### src/rtl/intr_pkg.sv
// Shared definitions for the interrupt controller: defaults, FSM encoding
// and a lowest-set-index priority encoder.
package intr_pkg;

    localparam int N_IRQ_DEF      = 4;
    localparam int PC_W_DEF       = 10;
    localparam int VEC_BASE_DEF   = 'h3C0;
    localparam int VEC_STRIDE_DEF = 4;

    // Width of the encoder's index field; covers up to 32 lines.
    localparam int PRIO_W = 5;

    typedef enum logic {
        IDLE = 1'b0,
        REQ  = 1'b1
    } state_t;

    typedef struct packed {
        logic              valid;
        logic [PRIO_W-1:0] idx;
    } prio_t;

    // Lowest set bit wins; index 0 is the highest priority.
    function automatic prio_t lowest_set(input logic [31:0] vec);
        prio_t r;
        r.valid = 1'b0;
        r.idx   = '0;
        for (int i = 31; i >= 0; i--) begin
            if (vec[i]) begin
                r.valid = 1'b1;
                r.idx   = PRIO_W'(i);
            end
        end
        return r;
    endfunction

endpackage

### src/rtl/intr_sync_edge.sv
// Per-line two-flop synchroniser followed by a delay flop; produces a
// one-cycle rise pulse for each low-to-high transition of an async input.
module intr_sync_edge #(
    parameter int N = 4
) (
    input  logic         clk,
    input  logic         reset,
    input  logic [N-1:0] sig_in,
    output logic [N-1:0] rise
);

    logic [N-1:0] s1;
    logic [N-1:0] s2;
    logic [N-1:0] s3;

    // Synchroniser chain s1 -> s2 plus the s3 delay used for edge detection.
    always_ff @(posedge clk) begin
        // NOTE: sequential state uses non-blocking assignments so every flop
        // samples the pre-edge value of its neighbour, forming a real chain.
        if (reset) begin
            s1 <= '0;
            s2 <= '0;
            s3 <= '0;
        end else begin
            s1 <= sig_in;
            s2 <= s1;
            s3 <= s2;
        end
    end

    assign rise = s2 & ~s3;

endmodule

### src/rtl/intr_ctrl.sv
// Prioritised, nestable interrupt controller. Latches edges, applies mask
// and global enable, and presents one frozen vector at a time to the CPU.
module intr_ctrl
    import intr_pkg::*;
#(
    parameter int N_IRQ      = N_IRQ_DEF,
    parameter int PC_W       = PC_W_DEF,
    parameter int VEC_BASE   = VEC_BASE_DEF,
    parameter int VEC_STRIDE = VEC_STRIDE_DEF,
    localparam int ID_W      = (N_IRQ > 1) ? $clog2(N_IRQ) : 1
) (
    input  logic             clk,
    input  logic             reset,
    input  logic [N_IRQ-1:0] irq_in,
    input  logic             mask_we,
    input  logic [N_IRQ-1:0] mask_wdata,
    input  logic             gie_we,
    input  logic             gie_wdata,
    input  logic             cpu_ack,
    input  logic             cpu_reti,
    output logic             irq_req,
    output logic [PC_W-1:0]  irq_vec,
    output logic [ID_W-1:0]  irq_id,
    output logic [N_IRQ-1:0] pending,
    output logic [N_IRQ-1:0] in_service
);

    logic [N_IRQ-1:0] rise;
    logic [N_IRQ-1:0] mask_q;
    logic             gie_q;
    state_t           state_q;
    state_t           state_d;
    logic             load_req;
    logic             ack_fire;
    prio_t            best;
    prio_t            cur;
    logic             eligible;
    logic [N_IRQ-1:0] ack_bit;
    logic [N_IRQ-1:0] reti_bit;
    logic [PC_W-1:0]  vec_calc;

    intr_sync_edge #(.N(N_IRQ)) u_sync_edge (
        .clk    (clk),
        .reset  (reset),
        .sig_in (irq_in),
        .rise   (rise)
    );

    // Highest-priority enabled pending line versus the running handler level;
    // an empty in_service ranks below every line.
    assign best     = lowest_set(32'(pending & mask_q));
    assign cur      = lowest_set(32'(in_service));
    assign eligible = gie_q && best.valid && (!cur.valid || (best.idx < cur.idx));

    // Vector arithmetic is done in PC_W bits and wraps on overflow.
    assign vec_calc = PC_W'(VEC_BASE) + (PC_W'(best.idx) * PC_W'(VEC_STRIDE));

    // Next-state logic: latch a request from IDLE, hold it frozen in REQ
    // until the CPU acknowledges.
    always_comb begin
        // NOTE: every signal gets a default first so no path leaves it
        // unassigned, which would infer a latch.
        state_d  = state_q;
        load_req = 1'b0;
        ack_fire = 1'b0;
        case (state_q)
            IDLE: begin
                if (eligible) begin
                    load_req = 1'b1;
                    state_d  = REQ;
                end
            end
            REQ: begin
                if (cpu_ack) begin
                    ack_fire = 1'b1;
                    state_d  = IDLE;
                end
            end
            default: state_d = IDLE;
        endcase
    end

    assign irq_req = (state_q == REQ);

    // An ack outside REQ is ignored; reti retires the innermost (lowest
    // index) active handler, judged on the pre-edge in_service.
    assign ack_bit  = ack_fire ? (N_IRQ'(1) << irq_id) : '0;
    assign reti_bit = (cpu_reti && cur.valid) ? (N_IRQ'(1) << cur.idx) : '0;

    // FSM state register.
    always_ff @(posedge clk) begin
        if (reset) state_q <= IDLE;
        else       state_q <= state_d;
    end

    // Software-visible mask and global enable; only the CPU changes them.
    always_ff @(posedge clk) begin
        if (reset) begin
            mask_q <= '0;
            gie_q  <= 1'b0;
        end else begin
            if (mask_we) mask_q <= mask_wdata;
            if (gie_we)  gie_q  <= gie_wdata;
        end
    end

    // Pending edges: a new rise beats a same-cycle ack on that bit.
    // In-service: reti clear first, then ack set, so a shared bit ends up 1.
    always_ff @(posedge clk) begin
        if (reset) begin
            pending    <= '0;
            in_service <= '0;
        end else begin
            pending    <= (pending & ~ack_bit) | rise;
            in_service <= (in_service & ~reti_bit) | ack_bit;
        end
    end

    // Request identity and vector are captured once and held through REQ.
    always_ff @(posedge clk) begin
        if (reset) begin
            irq_id  <= '0;
            irq_vec <= '0;
        end else if (load_req) begin
            irq_id  <= best.idx[ID_W-1:0];
            irq_vec <= vec_calc;
        end
    end

endmodule
### config.mk
export PLATFORM = sky130hd
export DESIGN_NAME = intr_ctrl
export DESIGN_NICKNAME = d
export VERILOG_FILES = /design/src/rtl/intr_pkg.sv /design/src/rtl/intr_sync_edge.sv /design/src/rtl/intr_ctrl.sv
export SDC_FILE = /design/constraint.sdc
export NUM_CORES = 1
export LEC_CHECK = 0
export CORE_MARGIN = 3
export CORE_UTILIZATION = 45
export CTS_CLUSTER_DIAMETER = 50
export CTS_CLUSTER_SIZE = 16
export DETAILED_ROUTE_END_ITERATION = 10
export GPL_ROUTABILITY_DRIVEN = 1
export PLACE_DENSITY = 0.78
export SLEW_MARGIN = 25
export SYNTH_ARGS = -nofsm -noshare
export SYNTH_HDL_FRONTEND = slang
export SYNTH_HIERARCHICAL = 1
export SYNTH_SLANG_ARGS = --single-unit
### constraint.sdc
create_clock -name clk -period 2.2 [get_ports clk]
set_input_delay 0.44 -clock clk [delete_from_list [all_inputs] [get_ports clk]]
set_output_delay 0.44 -clock clk [all_outputs]
set_load 0.1 [all_outputs]
==> results.toml <==
[run_status]
status = "completed"

[critical_path]
critPathMaxStageDelay_ns = 0.38
ff2ff_setup_slack_ns = 0.21
crit_chain = "a22oi_1 -> and3b_2 -> ha_1 -> nor2_1 -> a21oi_1 -> a311oi_2 -> mux2i_1"
arrival_ns = 2.22
cp_max_fo = 4
slowest_stage = "a311oi_2"
crit_path_end_kind = "register"
critical_path_required_ns = 2.44
critical_path_class = "register to register"
start_kind = "register"

[global_route]
grt_pass1_wl_mm = 3.52
grt_max_degree = 26
antenna_found_initial = 0
grt_overflow = 0
track_usage = 0.137
grt_pass1_vias = 851

[route]
dr.pass1.iters = 4
drc = 0
drtIter0Drc = 26
routed_wirelength_mm = 2.14
vias = 893
via_per_inst = 4.99
ant_nets = 0
post_drt_wl_per_cell_um = 11.9

[finish]
area_delta_synth_final_pct = 24.8
drive_above_1_share = 0.336
nNetsFinal = 166
antenna_cells = 0

[timing]
grt_setup_unrepaired = "false"
final-hold-violation-count = 0
fmax_mhz = 504
setup_viol = 0
period_minus_slack_ns = 1.99
min_period_over_period = 0.902
final.setup.tns_ns = 0
fin_skew_ns = 0.00610
slew_viol_final = 0

[min_path]
min_path_type = "register to register"

[die]
core_mm2 = 0.00252
io_pins = 36
die_area_mm2 = 0.00333
die_y_um = 57.7
start_util = 0.478
die_w_um = 57.7
rows = 18

[cts]
holdBufCountCts = 0
clk_pin_slew_worst_paths_ns = 0.08
htree_levels = 2
cts_tree = "built"
cts_buffers = 5
cts.sinks = 29
clock_latency_ns = 0.30
cts_resized = 0
cts_buffer_depth = 2
postCtsSetupBuffers = 0
cts_root_buf = "clkbuf_4"

[yosys]
muxShareOfSynthArea = 0.0582
synth.avg_cell_area_um2 = 9.96
synth_top_family_by_area = "simple AND/OR/NAND/NOR gates"
synth_compound_area_frac = 0.116
synth_largest_area_cell = "dfxtp_1"
synth-adder-area-share = 0.0104
synth_seq_area_share = 0.482
postSynthCellCount = 121
synth_area_leaders = "dfxtp_1, mux2i_1, nor2b_2"
yosys.area_share.xor_xnor = 0
ys_warn_count = 6
yosys.area_share.simple = 0.246
synth_top_area_frac = 0.482
synth_cell_types = 31
netlist_area_mm2 = 0.00120
synth_seq_cells = 29

[power]
peakVddDrop_mv = 0.481
finalPower_mw = 0.971
p_leak_nw = 0.617
power.density_mw_per_mm2 = 646

[placement]
io_buffers = 31
hpwl_mm = 1.62
routabilityCongestion = 0.742

[job]
drv_cap = 0
## worst max-delay path: cells and delay by family (launching register included)
kind	cells	cell delay [ns]
flip-flops	1	0.34
multiplexers	1	0.23
AND/OR/NAND/NOR	2	0.39
adder cells (fa/ha/maj)	1	0.29
AO/OA/AOI/OAI	3	0.68
## sequential cells by signal, summed over array words and instances, names as in the netlist
name            flops
u_sync_edge/s2      4
irq_vec             2
gie_q               1
mask_q              4
irq_req             1
in_service          4
u_sync_edge/s1      4
pending             4
irq_id              1
u_sync_edge/s3      4
## cell type report
cell class / count / area [um^2]
inverter: 3 / 11.3
fill: 217 / 1020
sequential: 29 / 591
timing repair buffer: 32 / 288
tap: 30 / 37.5
multi-input combinational: 79 / 534
clock inverter: 1 / 5.00
clock buffer: 5 / 37.5
## metal layers
layer | wire length (um) | part of all wire | GRT usage
met5 | 0 | 0 | 0
met4 | 14 | 0.0066 | 0.0497
met1 | 859 | 0.40 | 0.147
met3 | 205 | 0.096 | 0.0512
met2 | 1060 | 0.50 | 0.244
## report_power, final
group | leakage, nW | switching [mW] | internal [mW]
logic | 0.349 | 0.0983 | 0.0540
clock network | 0.0269 | 0.154 | 0.111
registers | 0.241 | 0.0109 | 0.544
## stage by stage
| stage | utilization | cells | area, um^2 | setup slack (ns) | hold slack, ns |
|---|---|---|---|---|---|
| 2_1_floorplan | - | 124 | 1230 | 0.0821 | 0.415 |
| 3_3_place_gp | 0.579 | 173 | 1460 | 0.343 | 0.418 |
| 3_5_place_dp | 0.579 | 173 | 1460 | 0.253 | 0.425 |
| 4_1_cts | 0.596 | 179 | 1500 | 0.211 | 0.448 |
| 5_1_grt | 0.596 | 179 | 1500 | 0.109 | 0.465 |
| 6_report | 0.596 | 179 | 1500 | 0.215 | 0.441 |
## path summary, 6_finish.rpt
path | from | to | cells past startpoint
hold reg to reg | u_sync_edge/s1[0] | u_sync_edge/s2[0] | 1
hold / removal | u_sync_edge/s1[0] | u_sync_edge/s2[0] | 1
setup / recovery | pending[2] | irq_id[0] | 7
setup reg to reg | pending[2] | irq_id[0] | 7
## cells in the final DEF (no fill, tap or decap), types with 2 or more instances in the layout
cell             netlist  routed
inv_1                  3       3
clkbuf_4               0       5
buf_4                  9      17
nor2b_2                8       8
mux2i_1                7       7
nand2_1                6       6
nor2b_4                2       2
o21ai_0                3       3
nand4b_1               2       2
a21oi_1                9       9
a21oi_2                2       2
nor2_1                13      13
dfxtp_2                0       8
conb_1                 1       4
clkdlybuf4s50_1        0      14
nand2b_1               5       5
and2b_2                2       2
nor2b_1                4       4
dfxtp_1               29      21
## kinds of logic (layout without fill, tap and decap cells)
kind of cell	count (synthesis)	after routing
flops	29	29
mux	7	7
simple gates	47	47
buf+inv	16	41
fa+ha+maj	1	1
compound gates	20	20
other cells	1	4
## Yosys cell counts, drive strengths merged
master and number:
dfxtp 29, nor2b 14, nor2 13, a21oi 11, buf 11, mux2i 7
nand2 7, nand2b 5, inv 3, o21ai 3, a311o 2, and2b 2
clkbuf 2, nand4b 2, a221oi 1, a22oi 1, a311oi 1, a32o 1
and3b 1, conb 1, ha 1, nand3b 1, nand4 1, or3 1
No activity file was read; power rests on OpenSTA's default activity.
